===== config.mk =====
export PLATFORM = sky130hd
export DESIGN_NAME = pipeline_hazard_tracker
export DESIGN_NICKNAME = d
export VERILOG_FILES = /design/src/rtl/pipeline_hazard_tracker_pkg.sv /design/src/rtl/pipeline_hazard_tracker_hazard_match.sv /design/src/rtl/pipeline_hazard_tracker.sv
export SDC_FILE = /design/constraint.sdc
export NUM_CORES = 1
export LEC_CHECK = 0
export CAP_MARGIN = 20
export CORE_MARGIN = 2
export CORE_UTILIZATION = 45
export DETAILED_ROUTE_END_ITERATION = 6
export GPL_TIMING_DRIVEN = 1
export PLACE_DENSITY = 0.67
export REMOVE_ABC_BUFFERS = 1
export SKIP_LAST_GASP = 1
export SYNTH_ARGS = -nofsm -noshare
export SYNTH_HDL_FRONTEND = slang
export SYNTH_HIERARCHICAL = 1
export SYNTH_SLANG_ARGS = --single-unit

===== constraint.sdc =====
create_clock -name clk -period 5.2 [get_ports clk]
set_input_delay 0.78 -clock clk [delete_from_list [all_inputs] [get_ports clk]]
set_output_delay 0.78 -clock clk [all_outputs]
set_load 0.05 [all_outputs]

===== src/rtl/pipeline_hazard_tracker_pkg.sv =====
// Shared types and constants for the pipeline hazard tracker.
// Entry fields are stored at fixed maximum widths. Narrower register indices
// and stage numbers are zero-extended into them, so the storage format does
// not change when the top-level parameters do.
package pipeline_hazard_tracker_pkg;

  localparam int GPR_BITS_MAX = 8;
  localparam int FWD_BITS_MAX = 4;

  typedef logic [GPR_BITS_MAX-1:0] gpr_t;
  typedef logic [FWD_BITS_MAX-1:0] stage_t;

  // Writer view of an in-flight instruction. Every tracked stage needs this part.
  typedef struct packed {
    logic   valid;
    logic   we;
    gpr_t   rd;
    stage_t avail;
  } writer_t;

  // Full tracker entry. Only the execute stage still needs its source operands.
  typedef struct packed {
    writer_t w;
    gpr_t    rs1;
    gpr_t    rs2;
  } entry_t;

  localparam stage_t FWD_NONE   = stage_t'(0);
  localparam stage_t AVAIL_ALU  = stage_t'(1);
  localparam stage_t AVAIL_LOAD = stage_t'(2);

  // An availability of 0 would mean "ready in execute", which no unit provides.
  function automatic stage_t norm_avail(input stage_t a);
    return (a == FWD_NONE) ? AVAIL_ALU : a;
  endfunction

endpackage


===== src/rtl/pipeline_hazard_tracker_hazard_match.sv =====
// Combinational comparator of one source register against the tracked writers.
// Only stages LO..HI are considered. The youngest (smallest index) match wins.
// Ports:
//   rs_i      source register index (zero-extended)
//   writers_i writer view of every tracked stage, index 0 = execute
//   hit_o     some writer in LO..HI targets rs_i (x0 never matches)
//   idx_o     stage index of the youngest matching writer
//   ready_o   that writer's result is available at a consumer located
//             OFFSET stages younger than the writer's stage
module pipeline_hazard_tracker_hazard_match
  import pipeline_hazard_tracker_pkg::*;
#(
  parameter int DEPTH    = 3,
  parameter int FWD_BITS = 2,
  parameter int LO       = 0,
  parameter int HI       = 1,
  parameter int OFFSET   = 0
) (
  input  gpr_t                rs_i,
  input  writer_t             writers_i [DEPTH],
  output logic                hit_o,
  output logic [FWD_BITS-1:0] idx_o,
  output logic                ready_o
);

  always_comb begin
    hit_o   = 1'b0;
    idx_o   = '0;
    ready_o = 1'b0;
    // Scan oldest to youngest so the youngest match overwrites the older ones.
    for (int j = DEPTH - 1; j >= 0; j--) begin
      if (j >= LO && j <= HI && writers_i[j].valid && writers_i[j].we &&
          writers_i[j].rd == rs_i && rs_i != '0) begin
        hit_o   = 1'b1;
        idx_o   = FWD_BITS'(j);
        ready_o = stage_t'(j + OFFSET) >= writers_i[j].avail;
      end
    end
  end

endmodule


===== src/rtl/pipeline_hazard_tracker.sv =====
// Hazard and forwarding controller for the in-order pipeline.
// It keeps a shift-register scoreboard of DEPTH post-decode stages. Entry 0 is
// execute and entry DEPTH-1 is writeback. Each writer carries the first stage at
// which its result exists. DEPTH must be at least 2.
// Ports:
//   clk, reset                   clock, synchronous active-high reset
//   decode_valid, rs1/rs2/rd_decode, we_gpr_decode, avail_decode
//                                instruction currently in decode
//   branch_taken                 redirect resolved in execute
//   mem_wait                     data memory busy, freeze the backend
//   stall_fetch/decode/backend   hold controls
//   flush_decode/execute         bubble insertion
//   forward_rs1/rs2              execute operand source, 0 = register file
module pipeline_hazard_tracker
  import pipeline_hazard_tracker_pkg::*;
#(
  parameter int GPR_BITS = 5,
  parameter int DEPTH    = 3,
  parameter int FWD_BITS = $clog2(DEPTH)
) (
  input  logic                clk,
  input  logic                reset,
  input  logic                decode_valid,
  input  logic [GPR_BITS-1:0] rs1_decode,
  input  logic [GPR_BITS-1:0] rs2_decode,
  input  logic [GPR_BITS-1:0] rd_decode,
  input  logic                we_gpr_decode,
  input  logic [FWD_BITS-1:0] avail_decode,
  input  logic                branch_taken,
  input  logic                mem_wait,
  output logic                stall_fetch,
  output logic                stall_decode,
  output logic                flush_decode,
  output logic                flush_execute,
  output logic                stall_backend,
  output logic [FWD_BITS-1:0] forward_rs1,
  output logic [FWD_BITS-1:0] forward_rs2
);

  entry_t  ex_q, ex_d;
  writer_t wb_q [DEPTH-1];
  writer_t wb_d [DEPTH-1];
  writer_t writers [DEPTH];
  entry_t  dec_entry;

  logic                dec_hit1, dec_rdy1, dec_hit2, dec_rdy2;
  logic                ex_hit1, ex_rdy1, ex_hit2, ex_rdy2;
  logic [FWD_BITS-1:0] ex_idx1, ex_idx2;
  logic [FWD_BITS-1:0] unused_dec_idx1, unused_dec_idx2;
  logic                load_use;

  always_comb begin
    writers[0] = ex_q.w;
    for (int j = 1; j < DEPTH; j++) writers[j] = wb_q[j-1];
  end

  always_comb begin
    dec_entry.w.valid = decode_valid;
    dec_entry.w.we    = we_gpr_decode;
    dec_entry.w.rd    = gpr_t'(rd_decode);
    dec_entry.w.avail = norm_avail(stage_t'(avail_decode));
    dec_entry.rs1     = gpr_t'(rs1_decode);
    dec_entry.rs2     = gpr_t'(rs2_decode);
  end

  // Decode side: a writer at stage j reaches decode's consumer one stage later.
  // The writeback stage is excluded because the register file writes through.
  pipeline_hazard_tracker_hazard_match #(
    .DEPTH(DEPTH), .FWD_BITS(FWD_BITS), .LO(0), .HI(DEPTH-2), .OFFSET(1)
  ) u_dec_rs1 (
    .rs_i(gpr_t'(rs1_decode)), .writers_i(writers),
    .hit_o(dec_hit1), .idx_o(unused_dec_idx1), .ready_o(dec_rdy1)
  );

  pipeline_hazard_tracker_hazard_match #(
    .DEPTH(DEPTH), .FWD_BITS(FWD_BITS), .LO(0), .HI(DEPTH-2), .OFFSET(1)
  ) u_dec_rs2 (
    .rs_i(gpr_t'(rs2_decode)), .writers_i(writers),
    .hit_o(dec_hit2), .idx_o(unused_dec_idx2), .ready_o(dec_rdy2)
  );

  // Execute side: forward from the youngest older writer whose result exists.
  pipeline_hazard_tracker_hazard_match #(
    .DEPTH(DEPTH), .FWD_BITS(FWD_BITS), .LO(1), .HI(DEPTH-1), .OFFSET(0)
  ) u_ex_rs1 (
    .rs_i(ex_q.rs1), .writers_i(writers),
    .hit_o(ex_hit1), .idx_o(ex_idx1), .ready_o(ex_rdy1)
  );

  pipeline_hazard_tracker_hazard_match #(
    .DEPTH(DEPTH), .FWD_BITS(FWD_BITS), .LO(1), .HI(DEPTH-1), .OFFSET(0)
  ) u_ex_rs2 (
    .rs_i(ex_q.rs2), .writers_i(writers),
    .hit_o(ex_hit2), .idx_o(ex_idx2), .ready_o(ex_rdy2)
  );

  assign load_use = decode_valid & ((dec_hit1 & ~dec_rdy1) | (dec_hit2 & ~dec_rdy2));

  always_comb begin
    ex_d = ex_q;
    wb_d = wb_q;
    if (reset) begin
      ex_d = '0;
      for (int j = 0; j < DEPTH - 1; j++) wb_d[j] = '0;
    end else if (!mem_wait) begin
      wb_d[0] = ex_q.w;
      for (int j = 1; j < DEPTH - 1; j++) wb_d[j] = wb_q[j-1];
      ex_d = (branch_taken || load_use) ? '0 : dec_entry;
    end
  end

  always_ff @(posedge clk) begin
    ex_q <= ex_d;
    wb_q <= wb_d;
  end

  always_comb begin
    stall_fetch   = 1'b0;
    stall_decode  = 1'b0;
    stall_backend = 1'b0;
    flush_decode  = 1'b0;
    flush_execute = 1'b0;
    forward_rs1   = '0;
    forward_rs2   = '0;
    if (reset) begin
      flush_decode  = 1'b1;
      flush_execute = 1'b1;
    end else begin
      forward_rs1 = (ex_hit1 && ex_rdy1) ? ex_idx1 : '0;
      forward_rs2 = (ex_hit2 && ex_rdy2) ? ex_idx2 : '0;
      // A branch seen during a freeze stays in execute and is reported again later.
      if (mem_wait) begin
        stall_fetch   = 1'b1;
        stall_decode  = 1'b1;
        stall_backend = 1'b1;
      end else if (branch_taken) begin
        flush_decode  = 1'b1;
        flush_execute = 1'b1;
      end else if (load_use) begin
        stall_fetch   = 1'b1;
        stall_decode  = 1'b1;
        flush_execute = 1'b1;
      end
    end
  end

endmodule

Word level (Yosys, flattened, before mapping)
Cells that the tools add are included.
{ "totals": {"reg_bits": 58, "in_bits": 23, "output_inout_bits": 9, "elab_cells": 97} }
{ "op_classes": {"n_lt_le_gt_ge": 4, "eq_ne": 8, "mux": 38, "bitwise": 6, "n_reduce_logical": 27} }
{ "op_table": {"columns": ["cell", "n"], "rows": [
  ["$eq A8 B5 Y1", 4],
  ["$eq A8 B8 Y1", 4],
  ["$reduce_bool A8 Y1", 4],
  ["$mux W30", 1],
  ["$mux W1", 28],
  ["$logic_and A1 B1 Y1", 21],
  ["$mux W2", 9],
  ["$ge A1 B4 Y1 const A", 2],
  ["$ge A2 B4 Y1 const A", 2],
  ["$and A1 B1 Y1", 3],
  ["$logic_not A2 Y1", 1],
  ["$not A1 Y1", 2],
  ["$logic_or A1 B1 Y1", 1],
  ["$or A1 B1 Y1", 1]
]} }

Longest topological paths before layout
{ "depth": {"word_depth": 13, "ltp_mapped": 9, "ltp_nobuf": 7} }

Modules after synthesis
Netlist, hierarchy kept.
{ "by_module_without_submodules": {"columns": ["module", "n_inst", "cells_per_inst", "area_each_um2", "seq_area_each_um2"], "rows": [
  ["pipeline_hazard_tracker", 1, 162, 1549.0, 740.7],
  ["pipeline_hazard_tracker_hazard_match (u_ex_rs1 ...)", 2, 37, 280.3, 0.0],
  ["pipeline_hazard_tracker_hazard_match (u_dec_rs1 ...)", 2, 37, 269.0, 0.0]
]} }

Least setup slack after synthesis
No wires, ideal clock.
{ "synth_path": {"kind": "input to output", "from": "input rs1_decode[4]", "to": "output stall_fetch", "arrival_time_ns": 2.648, "required_time_ns": 4.420, "setup_slack_ns": 1.772, "cell_stages": 9, "path_buffers": 2, "path_cell_list": "xor2_1 > nor4_2 > nand4_1 > mux2i_1 > nand2b_1 > a21boi_2 > buf_2 > a21o_1 > buf_4"} }
{ "synth_via": {"elab_chain_cells": 13, "word_cells_on_any_way": 19, "classes_between": "eq/ne: 2; mux: 8; bitwise: 4; reduce/logical: 5"} }
{ "synth_rtl": {"columns": ["element", "line", "text"], "rows": [
  ["start: declaration", "pipeline_hazard_tracker.sv:24", "input logic [GPR_BITS-1:0] rs1_decode,"],
  ["$eq A8 B5 Y1", "pipeline_hazard_tracker_hazard_match.sv:33", "writers_i[j].rd == rs_i && rs_i != '0) begin"],
  ["$logic_and A1 B1 Y1", "pipeline_hazard_tracker_hazard_match.sv:32", "if (j >= LO && j <= HI && writers_i[j].valid && writers_i[j].we &&"],
  ["$logic_and A1 B1 Y1", "pipeline_hazard_tracker_hazard_match.sv:33", null],
  ["$mux W1", "pipeline_hazard_tracker_hazard_match.sv:32", null],
  ["$mux W1 (*)", "pipeline_hazard_tracker_hazard_match.sv:32", null],
  ["named net dec_rdy1", "pipeline_hazard_tracker.sv:46", "logic dec_hit1, dec_rdy1, dec_hit2, dec_rdy2;"],
  ["$not A1 Y1 (*)", "pipeline_hazard_tracker.sv:97", "assign load_use = decode_valid & ((dec_hit1 & ~dec_rdy1) | (dec_hit2 & ~dec_rdy2));"],
  ["$and A1 B1 Y1 (*)", "pipeline_hazard_tracker.sv:97", null],
  ["$or A1 B1 Y1 (*)", "pipeline_hazard_tracker.sv:97", null],
  ["$and A1 B1 Y1 (*)", "pipeline_hazard_tracker.sv:97", null],
  ["$mux W1 (*) (4 in a row)", null, null],
  ["end: declaration", "pipeline_hazard_tracker.sv:31", "output logic stall_fetch,"]
]} }
The timed path passes the listed nets; every way through them passes the cells marked *.

Worst setup path in the final report
{ "layout_path": {"from": "input rs2_decode[4]", "to": "output flush_execute"} }
{ "layout_via": {"elab_chain_cells": 13, "word_cells_on_any_way": 19, "classes_between": "eq/ne: 2; mux: 8; bitwise: 4; reduce/logical: 5"} }
{ "layout_rtl": {"columns": ["element", "line", "text"], "rows": [
  ["start: declaration", "pipeline_hazard_tracker.sv:25", "input logic [GPR_BITS-1:0] rs2_decode,"],
  ["$eq A8 B5 Y1", "pipeline_hazard_tracker_hazard_match.sv:33", null],
  ["$logic_and A1 B1 Y1", "pipeline_hazard_tracker_hazard_match.sv:32", null],
  ["$logic_and A1 B1 Y1", "pipeline_hazard_tracker_hazard_match.sv:33", null],
  ["$mux W1", "pipeline_hazard_tracker_hazard_match.sv:32", null],
  ["$mux W1 (*)", "pipeline_hazard_tracker_hazard_match.sv:32", null],
  ["named net dec_rdy2", "pipeline_hazard_tracker.sv:46", null],
  ["$not A1 Y1 (*)", "pipeline_hazard_tracker.sv:97", null],
  ["$and A1 B1 Y1 (*)", "pipeline_hazard_tracker.sv:97", null],
  ["$or A1 B1 Y1 (*)", "pipeline_hazard_tracker.sv:97", null],
  ["$and A1 B1 Y1 (*)", "pipeline_hazard_tracker.sv:97", null],
  ["$mux W1 (*)", "pipeline_hazard_tracker.sv:139", "end else if (load_use) begin"],
  ["$mux W1 (*)", "pipeline_hazard_tracker.sv:136", "end else if (branch_taken) begin"],
  ["$mux W1 (*)", "pipeline_hazard_tracker.sv:132", "if (mem_wait) begin"],
  ["$mux W1 (*)", "pipeline_hazard_tracker.sv:125", "if (reset) begin"],
  ["end: declaration", "pipeline_hazard_tracker.sv:34", "output logic flush_execute,"]
]} }
Marks and branches as above.

==> flow_summary.json <==
{
  "cts_resized": 0,
  "critPathSlowestCell": "clkdlybuf4s50_1",
  "hold_viol": 0,
  "slew_headroom": 0.601,
  "grt_start_max_net_pins": 40,
  "cts_root_buf": "clkbuf_8",
  "drc": 0,
  "maxCapViolCount": 0,
  "ant_nets": 0,
  "vias": 2350,
  "hold_depth": 2,
  "reg2reg_depth": 8,
  "cts_buffer_depth": 2,
  "max_freq_mhz": 237,
  "cts_max_level": 2,
  "cts-hold-fix-buffers": 0,
  "crit_family": "buffers and inverters",
  "overflow": 0,
  "fin_worst_skew_ns": 0.00495,
  "antennaDiodeCount": 0,
  "path_cells": "clkdlybuf4s50_1, xor2_1, nor4_2, nand4_1, mux2i_1, nand2b_1, a21boi_2, o22a_1, clkdlybuf4s50_1",
  "fin_crit_sh": 0.813,
  "avgRoutedWirePerCell_um": 12.7,
  "synth.cell_area_mm2": 0.00261,
  "syn_avg_cell_area_um2": 8.59,
  "cp_max_fo": 4,
  "setup_tns_ns": 0,
  "rrSetupSlack_ns": 3.13,
  "die-area_mm2": 0.00643,
  "power_mw": 0.624,
  "crit_type": "primary input to output pin",
  "antenna_found_initial": 0,
  "clkTransAtPathRegs_ns": 0.07,
  "period_needed_ns": 4.23,
  "num_rows": 27,
  "hp-class": "flop to flop",
  "grt.total_usage": 0.205,
  "first_iter_violations": 94,
  "place_congestion": 0.857,
  "drive_gt1_frac": 0.0567,
  "critPathBufInv": 2,
  "crit_arrival_ns": 3.45,
  "critical_path.startpoint_type": "primary input",
  "mostFrequentLayoutCells": "conb_1 (76), xor2_1 (52), dfxtp_1 (37)",
  "finalSetupViolations": 0,
  "final_common_cell": "conb_1",
  "cpPeakStageDelay_ns": 0.80,
  "synthCells": 304,
  "worstHoldStart": "ex_q[16]",
  "required_ns": 4.42,
  "grt_pass1_vias": 2258,
  "place_ws_ns": 0.981,
  "final_util": 0.593,
  "nNetsFinal": 428,
  "worstMarginPinSlew_ns": 0.599,
  "r2r_start": "wb_q[18]",
  "ir_drop_uv": 122,
  "via_per_inst": 4.92,
  "grt_pass1_wl_um": 10300,
  "cts_tree": "done",
  "drt_first_pass_iters": 4,
  "die_h_um": 80.2,
  "wl_um": 6080,
  "cts_sinks": 37,
  "crit_top_cell": "clkdlybuf4s50_1",
  "ios": 32,
  "fill_cells": 558,
  "cts_buffers": 5,
  "end_kind": "output pin",
  "min_to": "ex_q[16]",
  "holdWs_ns": 0.491,
  "dpl.hpwl_um": 4440,
  "fin_ws_ns": 0.972,
  "r2r-end": "ex_q[16]",
  "dieWidth_um": 80.2,
  "initial_core_util": 0.472,
  "cts_setup_buffers": 0,
  "drv_slew": 0,
  "clkLatencyLatePin_ns": 0.29,
  "yosys_warnings": 6,
  "syn_to_final_growth_pct": 25.8,
  "power_density_mw_per_mm2": 190,
  "rsz0062_at_grt": "false",
  "power_leakage_nw": 1.58,
  "outcome": "completed",
  "io_buffers": 31,
  "core_area_mm2": 0.00554
}
sequential cells by signal, indices dropped and copies added (netlist names):
name / flops
wb_q: 18
ex_q: 19
how the worst max path moves through the flow:
stage                  start             to  cells past startpoint
5_1_grt        rs2_decode[4]  flush_execute                      9
3_5_place_dp   rs2_decode[4]  flush_execute                      9
6_report       rs2_decode[4]  flush_execute                      9
2_1_floorplan  rs2_decode[4]   stall_decode                      7
4_1_cts        rs2_decode[4]  flush_execute                      9
3_3_place_gp   rs2_decode[4]  flush_execute                      9
worst register-to-register path: cells and delay by family (launching register included):
family / cells / cell delay (ns)
simple gates: 3 / 0.70
flops: 1 / 0.53
compound gates: 2 / 0.30
buf+inv: 1 / 0.21
mux: 1 / 0.14
xor+xnor: 1 / 0.13
through the flow:
| step | instances | cell area [um^2] |
|---|---|---|
| after floorplan | 364 | 2790 |
| after global placement | 470 | 3200 |
| after detailed placement | 470 | 3200 |
| after CTS | 478 | 3290 |
| after global routing | 478 | 3290 |
| final | 478 | 3290 |
where the power goes:
group	internal, mW	switching [mW]
registers	0.291	0.0119
logic	0.0556	0.0703
clock network	0.0929	0.102
total	0.440	0.184
per-layer routing:
layer | part of all wire | GRT usage | vias up
li1 | - | - | 1218
met1 | 0.44 | 0.234 | 1063
met2 | 0.49 | 0.368 | 56
met3 | 0.043 | 0.0427 | 13
met4 | 0.019 | 0.0814 | 0
met5 | 0 | 0 | -
cell type report:
type / instances / area [um^2] / area share
timing repair buffer: 34 / 323 / 0.0982
clock inverter: 2 / 10.0 / 0.00305
sequential: 37 / 741 / 0.225
tap: 72 / 90.1 / 0.0274
clock buffer: 6 / 72.6 / 0.0221
inverter: 4 / 15.0 / 0.00457
multi-input combinational: 323 / 2030 / 0.619
No activity file was read; power rests on OpenSTA's default activity.
